File: src/rtl/fetch_unit_buffered.sv
// Buffered instruction fetch stage.
// Walks a sequential PC, issues requests to a pipelined instruction memory,
// collects in-order responses into a circular fetch buffer and hands
// {instr, pc} to decode under a valid/ready handshake. A redirect flushes the
// buffer and remembers how many in-flight responses must still be discarded.
module fetch_unit_buffered #(
    parameter int                ADDR_W   = 32,
    parameter int                INSTR_W  = 32,
    parameter logic [ADDR_W-1:0] RESET_PC = '0,
    parameter int                PC_STEP  = 4,
    parameter int                DEPTH    = 4
) (
    input  logic               clk,
    input  logic               reset,
    output logic               req_valid,
    output logic [ADDR_W-1:0]  req_addr,
    input  logic               req_ready,
    input  logic               rsp_valid,
    input  logic [INSTR_W-1:0] rsp_data,
    input  logic               redirect_valid,
    input  logic [ADDR_W-1:0]  redirect_pc,
    output logic               out_valid,
    output logic [INSTR_W-1:0] out_instr,
    output logic [ADDR_W-1:0]  out_pc,
    input  logic               out_ready
);

    localparam int PTR_W = $clog2(DEPTH);
    localparam int CNT_W = PTR_W + 1;

    // Fetch PC and buffer bookkeeping
    logic [ADDR_W-1:0]  pc_reg;
    logic [PTR_W-1:0]   alloc_ptr_reg;
    logic [PTR_W-1:0]   fill_ptr_reg;
    logic [PTR_W-1:0]   rd_ptr_reg;
    logic [CNT_W-1:0]   count_reg;
    // Allocated entries still waiting for their response
    logic [CNT_W-1:0]   pend_reg;
    // Responses still in flight that belong to flushed requests
    logic [CNT_W-1:0]   drop_reg;

    // Buffer storage
    logic [ADDR_W-1:0]  entry_pc    [DEPTH];
    logic [INSTR_W-1:0] entry_instr [DEPTH];
    logic               filled_reg  [DEPTH];

    logic issue;
    logic accept_rsp;
    logic drop_rsp;
    logic pop;

    // Handshake decode; reset forces both valids low while it is held
    always_comb begin
        req_valid  = reset && !redirect_valid && (count_reg < CNT_W'(DEPTH));
        out_valid  = reset && !redirect_valid && filled_reg[rd_ptr_reg] && (count_reg != '0);
        issue      = req_valid && req_ready;
        pop        = out_valid && out_ready;
        accept_rsp = rsp_valid && !redirect_valid && (drop_reg == '0) && (pend_reg != '0);
        drop_rsp   = rsp_valid && !redirect_valid && (drop_reg != '0);
        req_addr   = pc_reg;
        out_instr  = entry_instr[rd_ptr_reg];
        out_pc     = entry_pc[rd_ptr_reg];
    end

    // PC, pointers and counters; a redirect overrides every other update
    always_ff @(posedge clk or negedge reset) begin
        if (!reset) begin
            pc_reg        <= RESET_PC;
            alloc_ptr_reg <= '0;
            fill_ptr_reg  <= '0;
            rd_ptr_reg    <= '0;
            count_reg     <= '0;
            pend_reg      <= '0;
            drop_reg      <= '0;
        end else if (redirect_valid) begin
            pc_reg        <= redirect_pc;
            alloc_ptr_reg <= '0;
            fill_ptr_reg  <= '0;
            rd_ptr_reg    <= '0;
            count_reg     <= '0;
            pend_reg      <= '0;
            // Every unfilled request is now stale; a response landing in this
            // very cycle is one of them and is already consumed here.
            drop_reg      <= drop_reg + pend_reg - CNT_W'(rsp_valid);
        end else begin
            if (issue) begin
                pc_reg        <= pc_reg + ADDR_W'(PC_STEP);
                alloc_ptr_reg <= alloc_ptr_reg + PTR_W'(1);
            end
            if (accept_rsp) begin
                fill_ptr_reg <= fill_ptr_reg + PTR_W'(1);
            end
            if (pop) begin
                rd_ptr_reg <= rd_ptr_reg + PTR_W'(1);
            end
            if (drop_rsp) begin
                drop_reg <= drop_reg - CNT_W'(1);
            end
            count_reg <= count_reg + CNT_W'(issue) - CNT_W'(pop);
            pend_reg  <= pend_reg + CNT_W'(issue) - CNT_W'(accept_rsp);
        end
    end

    // Per-entry filled flags; fill and pop never target the same entry
    genvar gi;
    generate
        for (gi = 0; gi < DEPTH; gi++) begin : g_flag
            // Set on accepted response, cleared on allocate, pop or flush
            always_ff @(posedge clk or negedge reset) begin
                if (!reset) begin
                    filled_reg[gi] <= 1'b0;
                end else if (redirect_valid) begin
                    filled_reg[gi] <= 1'b0;
                end else if (accept_rsp && (fill_ptr_reg == PTR_W'(gi))) begin
                    filled_reg[gi] <= 1'b1;
                end else if ((pop && (rd_ptr_reg == PTR_W'(gi))) ||
                             (issue && (alloc_ptr_reg == PTR_W'(gi)))) begin
                    filled_reg[gi] <= 1'b0;
                end
            end
        end
    endgenerate

    // Entry payloads need no reset: they are only read once marked filled
    always_ff @(posedge clk) begin
        if (issue) begin
            entry_pc[alloc_ptr_reg] <= pc_reg;
        end
        if (accept_rsp) begin
            entry_instr[fill_ptr_reg] <= rsp_data;
        end
    end

    // A response with nothing waiting for it means the memory broke protocol
    always @(posedge clk) begin
        if (reset && rsp_valid) begin
            assert ((drop_reg != '0) || (pend_reg != '0));
        end
    end

endmodule
File: config.mk
export PLATFORM = sky130hd
export DESIGN_NAME = fetch_unit_buffered
export DESIGN_NICKNAME = d
export VERILOG_FILES = /design/src/rtl/fetch_unit_buffered.sv
export SDC_FILE = /design/constraint.sdc
export NUM_CORES = 1
export LEC_CHECK = 0
export ABC_CLOCK_PERIOD_IN_PS = 3200
export CAP_MARGIN = 10
export CELL_PAD_IN_SITES_DETAIL_PLACEMENT = 1
export CELL_PAD_IN_SITES_GLOBAL_PLACEMENT = 1
export CORE_ASPECT_RATIO = 0.5
export CORE_MARGIN = 2
export CORE_UTILIZATION = 25
export CTS_CLUSTER_DIAMETER = 60
export CTS_CLUSTER_SIZE = 14
export DETAILED_ROUTE_END_ITERATION = 7
export PLACE_DENSITY_LB_ADDON = 0.1
export SLEW_MARGIN = 5
export SYNTH_ARGS = -nofsm -noshare
export SYNTH_HDL_FRONTEND = slang
export SYNTH_SLANG_ARGS = --single-unit
File: constraint.sdc
create_clock -name clk -period 3.2 [get_ports clk]
set_clock_uncertainty 0.2 [all_clocks]
set_input_delay 0.64 -clock clk [delete_from_list [all_inputs] [get_ports clk]]
set_output_delay 0.64 -clock clk [all_outputs]
set_load 0.01 [all_outputs]
# Word-level counts from Yosys, hierarchy flattened
# Memory sizes are Yosys's and may differ from the RTL's.
# Cells that the tools add are included.
dict set report classes {
  addsub 11
  n_mul 0
  div 0
  magnitude_cmp 2
  n_eq_ne 9
  shifts 0
  n_mux 31
  bitwise 1
  n_reduce_logical 42
}
# operator n
set op_table {}
lappend op_table {{$mux 32} 2}
lappend op_table {{$add 32x3->32 const B} 1}
lappend op_table {{$logic_and 1x1->1} 22}
lappend op_table {{$reduce_bool 3->1} 7}
lappend op_table {{$mux 1} 18}
lappend op_table {{$eq 2x2->1 const B} 6}
lappend op_table {{$mux 2} 6}
lappend op_table {{$mux 3} 4}
lappend op_table {{$sub 3x1->3} 3}
lappend op_table {{$reduce_bool 2->1} 4}
lappend op_table {{$add 2x1->2 const B} 3}
lappend op_table {{$add 3x1->3} 2}
lappend op_table {{$eq 2x1->1 const B} 3}
lappend op_table {{$logic_not 2->1} 3}
lappend op_table {{$logic_or 1x1->1} 4}
lappend op_table {{$add 3x3->3} 1}
lappend op_table {{$ge 3x3->1 const B} 1}
lappend op_table {{$logic_not 3->1} 1}
lappend op_table {{$lt 3x3->1 const B} 1}
lappend op_table {{$not 2->3} 1}
lappend op_table {{$sub 3x1->3 const B} 1}
lappend op_table {{$bmux 1 s2} 1}
lappend op_table {{$logic_not 1->1} 1}
dict set report totals {
  ff_bits 51
  latchBits 0
  mem_bits_rw 256
  rom_bits 0
  inputBits 70
  out_inout_bits 98
  word_cells 109
  memories 2
}
# memory words word_bits read_ports rd_ports_with_merged_regs write_ports line_no
set mem_list {}
lappend mem_list {entry_instr 4 32 1 0 1 44} ;# logic [INSTR_W-1:0] entry_instr [DEPTH];
lappend mem_list {entry_pc 4 32 1 0 1 43} ;# logic [ADDR_W-1:0] entry_pc [DEPTH];

# Longest topological paths before layout
# Gate-level depths: netlist of the first run.
dict set report logic_depth {
  depth_word 12
  depth_mapped 12
  ltp_nobuf 11
}

# Worst setup path before layout of the first run
# Ideal clock, no wire load.
dict set report synth_path {
  kind {input -> register}
  start {in redirect_valid}
  end {mem entry_instr[1][0], enable pin}
  setup_ns 0.393
  arrival_ns 2.244
  slack_ns 0.363
  stages 3
  cell_sequence {clkbuf_1 nor4b_2 and2_1}
}
dict set report synth_between {
  elab_chain_len 6
}
# element line_no
set synth_rtl {}
lappend synth_rtl {{from (decl)} 20} ;# input logic redirect_valid,
lappend synth_rtl {{$logic_not 1->1} 58} ;# accept_rsp = rsp_valid && !redirect_valid && (drop_reg == '0) && (pend_reg != '0);
lappend synth_rtl {{$logic_and 1x1->1 (3 in series)} 58}
lappend synth_rtl {{$mux 1} 129} ;# if (accept_rsp) begin
lappend synth_rtl {{$mux 1 (not written as such)} 130} ;# entry_instr[fill_ptr_reg] <= rsp_data;
lappend synth_rtl {{to (decl)} 44}
# Every way passes these cells.

# Worst setup path after layout of the first run
dict set report layout_path {
  start {reg rd_ptr_reg[0]}
  end {out out_pc[7]}
}
dict set report layout_between {
  elab_chain_len 1
}
# element line_no
set layout_rtl {}
lappend layout_rtl {{from (decl)} 35} ;# logic [PTR_W-1:0] rd_ptr_reg;
lappend layout_rtl {{from (signal assigned)} 94} ;# rd_ptr_reg <= rd_ptr_reg + PTR_W'(1);
lappend layout_rtl {{$mem_v2 4x32} --}
lappend layout_rtl {{to (decl)} 24} ;# output logic [ADDR_W-1:0] out_pc,
# Every way passes these cells.

==> results of run 1 <==
metal layers:
metal  track usage  vias up  share of wire
li1              -     3106              -
met1         0.169     3651           0.44
met2         0.234       87           0.51
met3        0.0217       35          0.030
met4        0.0278        0          0.019
met5             0        -              0
final cells by class:
class                           count  area share
Clock buffer                       46      0.0477
Clock inverter                      3     0.00202
Inverter                           26     0.00607
Multi-Input combinational cell    308       0.200
Sequential cell                   307       0.558
Tap cell                          649      0.0505
Timing Repair Buffer              213       0.135
metrics by stage:
| step | hold slack [ns] | util |
|---|---|---|
| after global routing | 0.208 | 0.330 |
| after global placement | 0.262 | 0.312 |
| final | 0.203 | 0.330 |
| after CTS | 0.169 | 0.331 |
| after detailed placement | 0.268 | 0.312 |
| after floorplan | 0.144 | - |
worst reg2reg max path, stage by stage, from the launching register on:
cell	delay, ns
dfrtp_4	0.54
buf_6	0.14
mux4_2	0.52
and3_1	0.22
ha_1	0.27
inv_1	0.06
ha_1	0.13
inv_1	0.05
fa_1	0.37
xnor2_1	0.16
nor2_1	0.05
power groups by stage:
| stage | logic (uW) | registers, uW | clock network, uW |
|---|---|---|---|
| after global routing | 713 | 4600 | 3440 |
| final | 638 | 4570 | 3140 |
| after global placement | 656 | 4660 | 0 |
| after CTS | 658 | 4580 | 3290 |
| after floorplan | 283 | 4640 | 0 |
| after detailed placement | 666 | 4670 | 0 |
placed cells by master (no fill, tap or decap), types with 6 or more instances in the layout:
master / instances
nand2_1: 40
nand4_1: 14
a221o_1: 7
mux4_2: 65
nor3_1: 6
ha_1: 22
edfxtp_1: 256
and3_1: 6
buf_12: 15
nand3_1: 21
clkbuf_1: 17
dlygate4sd2_1: 54
inv_1: 25
clkdlybuf4s50_1: 100
xnor2_1: 8
nor2_1: 19
a21oi_1: 7
o211ai_1: 18
dfrtp_1: 49
buf_4: 24
clkbuf_16: 27
cells in the mapped netlist (all sizes together), types with 2 or more instances:
cell	number
inv	26
nor4	3
mux2i	2
xnor2	8
or4	2
and2	6
dfrtp	51
nor3b	3
clkbuf	16
o31ai	3
nand3	22
o21ai	4
nand4	15
nor2b	3
nand2	41
o31a	3
nand2b	2
buf	13
o21a	5
mux2	3
xor2	4
o211ai	18
mux4	65
nor2	20
a21oi	7
or3	4
ha	22
edfxtp	256
a221o	7
and3	10
o311ai	5
fa	3
nor3	6
a211oi	5
path summary, 6_finish.rpt:
check | from | to | slack [ns]
hold reg to reg | drop_reg[2]$_DFFE_PN0P_ | drop_reg[2]$_DFFE_PN0P_ | 0.28
setup / recovery | rd_ptr_reg[0]$_DFFE_PN0P_ | out_pc[7] | 0.12
setup reg to reg | rd_ptr_reg[0]$_DFFE_PN0P_ | count_reg[2]$_DFF_PN0_ | 0.35
hold / removal | redirect_valid | pend_reg[0]$_DFF_PN0_ | 0.20
max in group asynchronous | reset | req_addr[0]$_DFFE_PN0P_ | 1.82
min in group asynchronous | reset | req_addr[2]$_DFFE_PN0N_ | 0.24
cells by family (layout without fill, tap and decap cells):
| family | after synthesis | in the layout | share of synthesized area |
|---|---|---|---|
| simple gates | 142 | 142 | 0.0649 |
| buf+inv | 55 | 288 | 0.0175 |
| mux | 70 | 70 | 0.122 |
| flops | 307 | 307 | 0.723 |
| xor+xnor | 12 | 12 | 0.00848 |
| compound gates | 59 | 59 | 0.0362 |
| fa+ha+maj | 25 | 25 | 0.0271 |
repair_timing:
action                                  CTS  global route
resized for setup                        81             8
endpoints found under the setup margin   63            13
buffers inserted                         13             0
hold buffers                              1             0
cloned                                    2             0
endpoints found under the hold margin    18             0
==> results by group, run 1 <==
Min path
  – WHS Path Cells: 2
  – HP Class: in2reg

STA
  – Final worst-path cycle share: 0.964
  – Final setup violation count: 0
  – Final Hold Fails: 0
  – Slew Limit Headroom: 0.656
  – Final TNS setup: 0 ns
  – RSZ-0062 raised after global routing: no
  – Max-slew violation count: 0
  – Tmin final: around 3.1 ns
  – Worst Max-Slew Pin Slew: between 0.5 and 0.6 ns
  – Final WS setup: between 0.1 and 0.15 ns
  – Max Clock Freq: 324 MHz

Synth
  – Area contributors post-synth: edfxtp_1 62%, mux4_2 12%, dfrtp_1 10%
  – Post-Synthesis Cells: between 600 and 700
  – Yosys top cell by area: edfxtp_1
  – Primary FF master, synth: edfxtp_1
  – Post-synth ARST share: 0.166
  – Seq/Total Area, Yosys: 0.723
  – Syn Nets: ~770
  – Flop and latch count out of synthesis: 307
  – Post-synth cell types: 50
  – Yosys synthesis warning count: 0
  – Cell Area, Synth: roughly 0.012 mm2
  – EDFF count, synth: roughly 260
  – Share of the synthesized area in the top cell type: 0.620
  – Post-Syn Area per Cell: about 18 um2

Floorplan
  – Initial Utilization: 0.254
  – Die area: between 0.05 and 0.06 mm2
  – Core region area: roughly 0.05 mm2
  – IO Count: approximately 170
  – Rows: 57
  – Die Y: about 160 um
  – Die X-Extent: 319 um

Power and ir drop
  – Clock Power Share: 0.376
  – Combinational power share: 0.076
  – Seq pwr share: 0.548
  – PD cells: between 500 and 600 mW/mm2
  – Leak: between 0.005 and 0.006 uW
  – PnR Total Power: 8350 uW
  – Sw Pwr: between 1500 and 2000 uW
  – Internal: roughly 6400 uW
  – Highest ir drop seen on vdd: roughly 0.25 mV
  – Net Sw Frac: 0.233

Placement
  – Placed cell count: ~1500
  – # port buffers: between 150 and 200
  – Dpl hpwl: approximately 21 mm
  – Placer Congestion: 0.698
  – Dpl ws: 0.286 ns
  – DP Area: around 0.015 mm2

Routing
  – WL/cell: around 22 um
  – Via density: around 4.4
  – Final Routed Wirelength: approximately 33 mm
  – Routed Antenna Nets: 0
  – Drt first-iter violations: 306
  – Post-route DRC: 0
  – Vias after detailed routing: a little under 7000
  – Detailed-router iteration count before antenna repair: 4

Cells and area
  – Post-route cell area: roughly 0.016 mm2
  – Non-Filler Instances: 1552
  – Nets@finish: approximately 980
  – Register area: 0.00897 mm2
  – Share of layout cells above drive strength 1: 0.194
  – Multi-input gate area: approximately 0.0032 mm2
  – # fillers: approximately 5000
  – Ant diodes: 0
  – Area Growth Syn to Fin: 29.7%

Setup path
  – Critical path's slowest cell: dfrtp_4
  – Crit end category: output pin
  – CP peak stage delay: approximately 0.54 ns
  – Worst R2R Path Depth: 10
  – CP required: 2.36 ns
  – Worst-path fanout max: 8
  – Worst path cell trace: buf_4 > buf_8 > mux4_2 > dlygate4sd2_1
  – Cell depth of the worst setup path: 4
  – Crit path max-delay family: buffers and inverters
  – Critical path launch point type: flop
  – CP bufs+invs: 3
  – Worst EP arrival: 2.24 ns
  – Critical path type: reg2out

Job
  – Max_cap viols: 0

CTS
  – Root buffer cell: clkbuf_16
  – Clock-pin transition on the worst setup and hold timing paths: around 0.080 ns
  – Clock buffer depth: 3
  – CTS buffer count: 27
  – Clk sinks: between 300 and 400
  – TritonCTS clock tree: built
  – Clock latency on the worst-skew pair: between 0.5 and 0.6 ns
  – H-tree depth: 1

GRT
  – First-pass GRT wire length: between 50 and 60 mm
  – Largest net degree at the start of global routing: 38
  – Initial antenna violation count: 0
  – All-Layer GR Usage: 0.132
  – Grt ovf: 0
  – Vias in the first global route: approximately 7700

Outcome
  – Status: complete, no violations
Power figures use the tool's default switching activity.
==> run 2, diff against run 1 <==
CTS_CLUSTER_SIZE = 40   (was 14)
==> results by group, run 2 (synthesized netlist as in run 1, its figures left out) <==
STA
  – Tmin final: around 3.1 ns
  – Max Clock Freq: about 320 MHz
  – Slew Limit Headroom: 0.663
  – Max-slew violation count: 0
  – Final setup violation count: 0
  – Final TNS setup: 0 ns
  – Final worst-path cycle share: 0.968
  – Final Hold Fails: 0
  – Worst Max-Slew Pin Slew: a little over 0.5 ns
  – Final WS setup: 0.102 ns
  – RSZ-0062 raised after global routing: no

Setup path
  – Crit path max-delay family: buffers and inverters
  – CP required: 2.36 ns
  – Crit end category: output pin
  – CP peak stage delay: between 0.5 and 0.6 ns
  – Worst EP arrival: between 2 and 2.5 ns
  – Critical path launch point type: flop
  – Critical path's slowest cell: dfrtp_4
  – Worst-path fanout max: 8
  – Worst path cell trace: buf_4 > mux4_2 > clkdlybuf4s50_1
  – CP bufs+invs: 2
  – Critical path type: reg2out

CTS
  – Clock buffer depth: 3
  – TritonCTS clock tree: built
  – Clock latency on the worst-skew pair: roughly 0.55 ns
  – Root buffer cell: clkbuf_16
  – CTS buffer count: 23
  – Clock-pin transition on the worst setup and hold timing paths: 0.09 ns
  – Clk sinks: a little over 300
  – H-tree depth: 1

Power and ir drop
  – PnR Total Power: about 8500 uW
  – PD cells: 527 mW/mm2
  – Leak: roughly 0.0055 uW
  – Highest ir drop seen on vdd: 0.308 mV

Floorplan
  – Rows: 57
  – Die area: 0.0515 mm2
  – Core region area: 0.0487 mm2
  – Initial Utilization: 0.254
  – Die Y: 161 um
  – Die X-Extent: 319 um
  – IO Count: roughly 170

Cells and area
  – Nets@finish: a little under 1000
  – # fillers: just under 5000
  – Register area: 0.00897 mm2
  – Non-Filler Instances: around 1500
  – Most frequent cells in the layout: 256 x edfxtp_1, 101 x clkdlybuf4s50_1, 65 x mux4_2
  – Area Growth Syn to Fin: 30.3%
  – Commonest non-fill, non-tap cell in the layout: edfxtp_1
  – Ant diodes: 0
  – Share of layout cells above drive strength 1: 0.201
  – Multi-input gate area: between 0.003 and 0.004 mm2

Routing
  – Final Routed Wirelength: about 33 mm
  – Detailed-router iteration count before antenna repair: 4
  – Routed Antenna Nets: 0
  – Via density: between 4 and 5
  – WL/cell: ~21 um
  – Vias after detailed routing: 6882
  – Drt first-iter violations: 328
  – Post-route DRC: 0

GRT
  – Initial antenna violation count: 0
  – Largest net degree at the start of global routing: 38
  – Grt ovf: 0
  – All-Layer GR Usage: 0.130
  – Vias in the first global route: roughly 7700
  – First-pass GRT wire length: roughly 50 mm

Outcome
  – Status: complete, no violations

Placement
  – Placer Congestion: between 0.6 and 0.7
  – Dpl hpwl: about 21 mm
  – Dpl ws: roughly 0.29 ns
  – # port buffers: ~170
  – Placed cell count: roughly 1500

Job
  – Max_cap viols: 0

Min path
  – HP Class: in2reg
[run 2: final timing paths]
kind	from	end	slack [ns]	cells after the start
max	rd_ptr_reg[0]$_DFFE_PN0P_	out_pc[31]	0.10	3
min	redirect_valid	pend_reg[0]$_DFF_PN0_	0.21	2
max reg2reg	rd_ptr_reg[0]$_DFFE_PN0P_	count_reg[2]$_DFF_PN0_	0.33	10
min reg2reg	drop_reg[2]$_DFFE_PN0P_	drop_reg[2]$_DFFE_PN0P_	0.28	1
max in group asynchronous	reset	req_addr[19]$_DFFE_PN0N_	1.83	3
min in group asynchronous	reset	req_addr[2]$_DFFE_PN0N_	0.24	2
[run 2: power breakdown]
part | total [uW] | leakage (uW) | internal (uW) | switching (uW)
registers | 4570 | 0.00295 | 4440 | 127
clock network | 3290 | 0.000404 | 1660 | 1640
logic | 638 | 0.00211 | 325 | 313
[run 2: layout make-up]
type                    instances  area share
flip-flops and latches        307       0.556
multi-input cells             308       0.199
repair buffers                214       0.136
well taps                     649      0.0503
clock buffers                  23      0.0356
clock inverters                18      0.0165
inverters                      26     0.00604
[run 2: repair_timing]
item	CTS	global route
setup endpoints to repair	63	9
endpoints found under the hold margin	18	0
cloned	2	0
buffers inserted	13	0
hold buffers	1	0
resized for setup	78	3
pin swaps	0	0
[run 2: routing by layer]
| metal | up-vias | track usage | share of wire |
|---|---|---|---|
| met5 | - | 0 | 0 |
| met4 | 0 | 0.0241 | 0.016 |
| met3 | 32 | 0.0201 | 0.025 |
| met2 | 74 | 0.234 | 0.52 |
| met1 | 3665 | 0.168 | 0.44 |
| li1 | 3111 | - | - |
[run 2: metrics by stage]
| stage | hold slack, ns | util | instance area [um2] |
|---|---|---|---|
| floorplan | 0.144 | - | 12400 |
| global placement | 0.262 | 0.312 | 15200 |
| detailed placement | 0.268 | 0.312 | 15200 |
| CTS | 0.183 | 0.332 | 16200 |
| global route | 0.219 | 0.331 | 16100 |
| finish | 0.206 | 0.331 | 16100 |
==> run 3, diff against run 2 <==
CELL_PAD_IN_SITES_DETAIL_PLACEMENT = unset   (was 1)
CELL_PAD_IN_SITES_GLOBAL_PLACEMENT = unset   (was 1)
GPL_ROUTABILITY_DRIVEN = 0   (was unset)
PLACE_DENSITY_LB_ADDON = unset   (was 0.1)
SETUP_SLACK_MARGIN = 0.05   (was unset)
==> results by group, run 3 (synthesized netlist as in run 1, its figures left out) <==
Routing
  – Post-route DRC: 0
  – Final Routed Wirelength: approximately 29 mm
  – Vias after detailed routing: just under 7000
  – Drt first-iter violations: 427
  – Detailed-router iteration count before antenna repair: 4
  – Via density: 4.47
  – Routed Antenna Nets: 0
  – WL/cell: between 15 and 20 um

Setup path
  – R2R Path End: count_reg[2]$_DFF_PN0_
  – Critical path's slowest cell: mux4_2
  – Worst EP arrival: 2.25 ns
  – Crit end category: output pin
  – Reg2Reg Setup Slack: about 0.28 ns
  – Worst path cell trace: buf_4 > buf_12 > mux4_2 > dlygate4sd2_1
  – Critical path launch point type: flop
  – CP required: 2.36 ns
  – Crit path max-delay family: buffers and inverters
  – Worst R2R Path Depth: 10
  – CP bufs+invs: 3
  – CP peak stage delay: 0.57 ns
  – Critical path type: reg2out
  – Worst-path fanout max: 16
  – Worst R2R Start: rd_ptr_reg[0]$_DFFE_PN0P_

Cells and area
  – Post-route cell area: around 0.016 mm2
  – Multi-input gate area: between 0.003 and 0.004 mm2
  – Register area: about 0.009 mm2
  – Fin util: 0.329
  – Share of layout cells above drive strength 1: 0.203
  – Area Growth Syn to Fin: 29.5%
  – # fillers: between 4000 and 5000
  – Ant diodes: 0
  – Commonest non-fill, non-tap cell in the layout: edfxtp_1
  – Most frequent cells in the layout: 256 x edfxtp_1, 100 x clkdlybuf4s50_1, 65 x mux4_2
  – Nets@finish: between 900 and 1000

Floorplan
  – Core region area: approximately 0.049 mm2
  – Initial Utilization: 0.254
  – IO Count: 168
  – Die X-Extent: about 320 um
  – Die area: between 0.05 and 0.06 mm2
  – Die Y: around 160 um
  – Rows: 57

Min path
  – Hold Path End: drop_reg[2]$_DFFE_PN0P_
  – HP Class: reg2reg
  – Min-delay src: drop_reg[2]$_DFFE_PN0P_
  – WHS Path Cells: 1

CTS
  – Clock buffer depth: 3
  – TritonCTS clock tree: built
  – Clk sinks: between 300 and 400
  – CTS buffer count: 24
  – H-tree depth: 1
  – Clock latency on the worst-skew pair: 0.55 ns
  – Root buffer cell: clkbuf_16
  – Clock-pin transition on the worst setup and hold timing paths: 0.08 ns

STA
  – Slew Limit Headroom: 0.655
  – Max-slew violation count: 0
  – Final worst-path cycle share: 0.964
  – Tmin final: just over 3 ns
  – Worst Max-Slew Pin Slew: between 0.5 and 0.6 ns
  – Final WS setup: about 0.11 ns
  – WHS: around 0.27 ns
  – RSZ-0062 raised after global routing: yes
  – Final TNS setup: 0 ns
  – Final Hold Fails: 0
  – Final setup violation count: 0
  – Max Clock Freq: 324 MHz

GRT
  – Initial antenna violation count: 0
  – Vias in the first global route: approximately 7500
  – All-Layer GR Usage: 0.114
  – Grt ovf: 0
  – Largest net degree at the start of global routing: 40
  – First-pass GRT wire length: 44.9 mm

Placement
  – Dpl hpwl: around 20 mm
  – # port buffers: around 170
  – DP Area: ~0.015 mm2
  – Dpl ws: ~0.25 ns

Power and ir drop
  – Combinational power share: 0.073
  – Leak: between 0.005 and 0.006 uW
  – Seq pwr share: 0.540
  – PD cells: about 530 mW/mm2
  – Highest ir drop seen on vdd: approximately 0.29 mV
  – Internal: between 6000 and 7000 uW
  – Net Sw Frac: 0.254
  – Clock Power Share: 0.387
  – Sw Pwr: 2150 uW

Outcome
  – Status: complete, no violations

Job
  – Max_cap viols: 0
run 3: changes by cell type in the layout (fill, tap and decap cells not counted), sizes merged:
cell and delta:
buf -7, bufinv -3, clkdlybuf4s15 +7, clkdlybuf4s50 -1, clkinvlp -2, dlygate4sd2 -4
dlymetal6s2s -1, inv +6
run 3: worst max-delay path by stage:
stage | from | end | slack, ns | cells past startpoint
6_report | rd_ptr_reg[0]$_DFFE_PN0P_ | out_pc[3] | 0.11 | 4
5_1_grt | rd_ptr_reg[0]$_DFFE_PN0P_ | out_pc[3] | 0.04 | 4
4_1_cts | rd_ptr_reg[0]$_DFFE_PN0P_ | out_instr[2] | 0.02 | 5
3_5_place_dp | req_ready | count_reg[2]$_DFF_PN0_ | 0.25 | 11
3_3_place_gp | out_ready | count_reg[2]$_DFF_PN0_ | 0.26 | 9
2_1_floorplan | redirect_valid | entry_instr[1][0]$_DFFE_PP_ | 0.36 | 3
run 3: stage by stage:
| step | cells | power [uW] |
|---|---|---|
| floorplan | 670 | 4920 |
| global placement | 1484 | 5270 |
| detailed placement | 1484 | 5310 |
| CTS | 1538 | 8580 |
| global route | 1540 | 8780 |
| finish | 1540 | 8470 |
run 3: worst register-to-register path: cells and delay by family (launching register included):
family                     cells  cell delay [ns]
DFF                            1             0.54
xor gates and xnor gates       1             0.17
muxes                          1             0.44
adders and majority gates      3             0.83
and+or+nand+nor                2             0.37
buffers and inverters          3             0.27
run 3: per-layer routing:
layer  GRT usage  vias up  part of all wire
li1            -     3083                 -
met1       0.122     3642              0.37
met2       0.224      111              0.57
met3      0.0174       52             0.027
met4      0.0439        0             0.036
met5           0        -                 0
run 3: power groups by stage:
stage	Combinational [uW]	Clock [uW]	Sequential [uW]
final	616	3280	4580
after global routing	675	3510	4600
after CTS	629	3370	4580
after detailed placement	636	0	4670
after global placement	611	0	4660
after floorplan	283	0	4640
run 3: final cells by class:
| type | instances | area share |
|---|---|---|
| flip-flops and latches | 307 | 0.559 |
| well taps | 649 | 0.0506 |
| clock buffers | 25 | 0.0377 |
| inverters | 26 | 0.00608 |
| clock inverters | 19 | 0.0173 |
| repair buffers | 206 | 0.128 |
| multi-input cells | 308 | 0.201 |
run 3: timing repair:
action,CTS,global route
buffers inserted,7,3
endpoints found under the hold margin,17,0
resized for setup,96,0
setup endpoints to repair,64,16
hold buffers,1,0
gates cloned,2,0
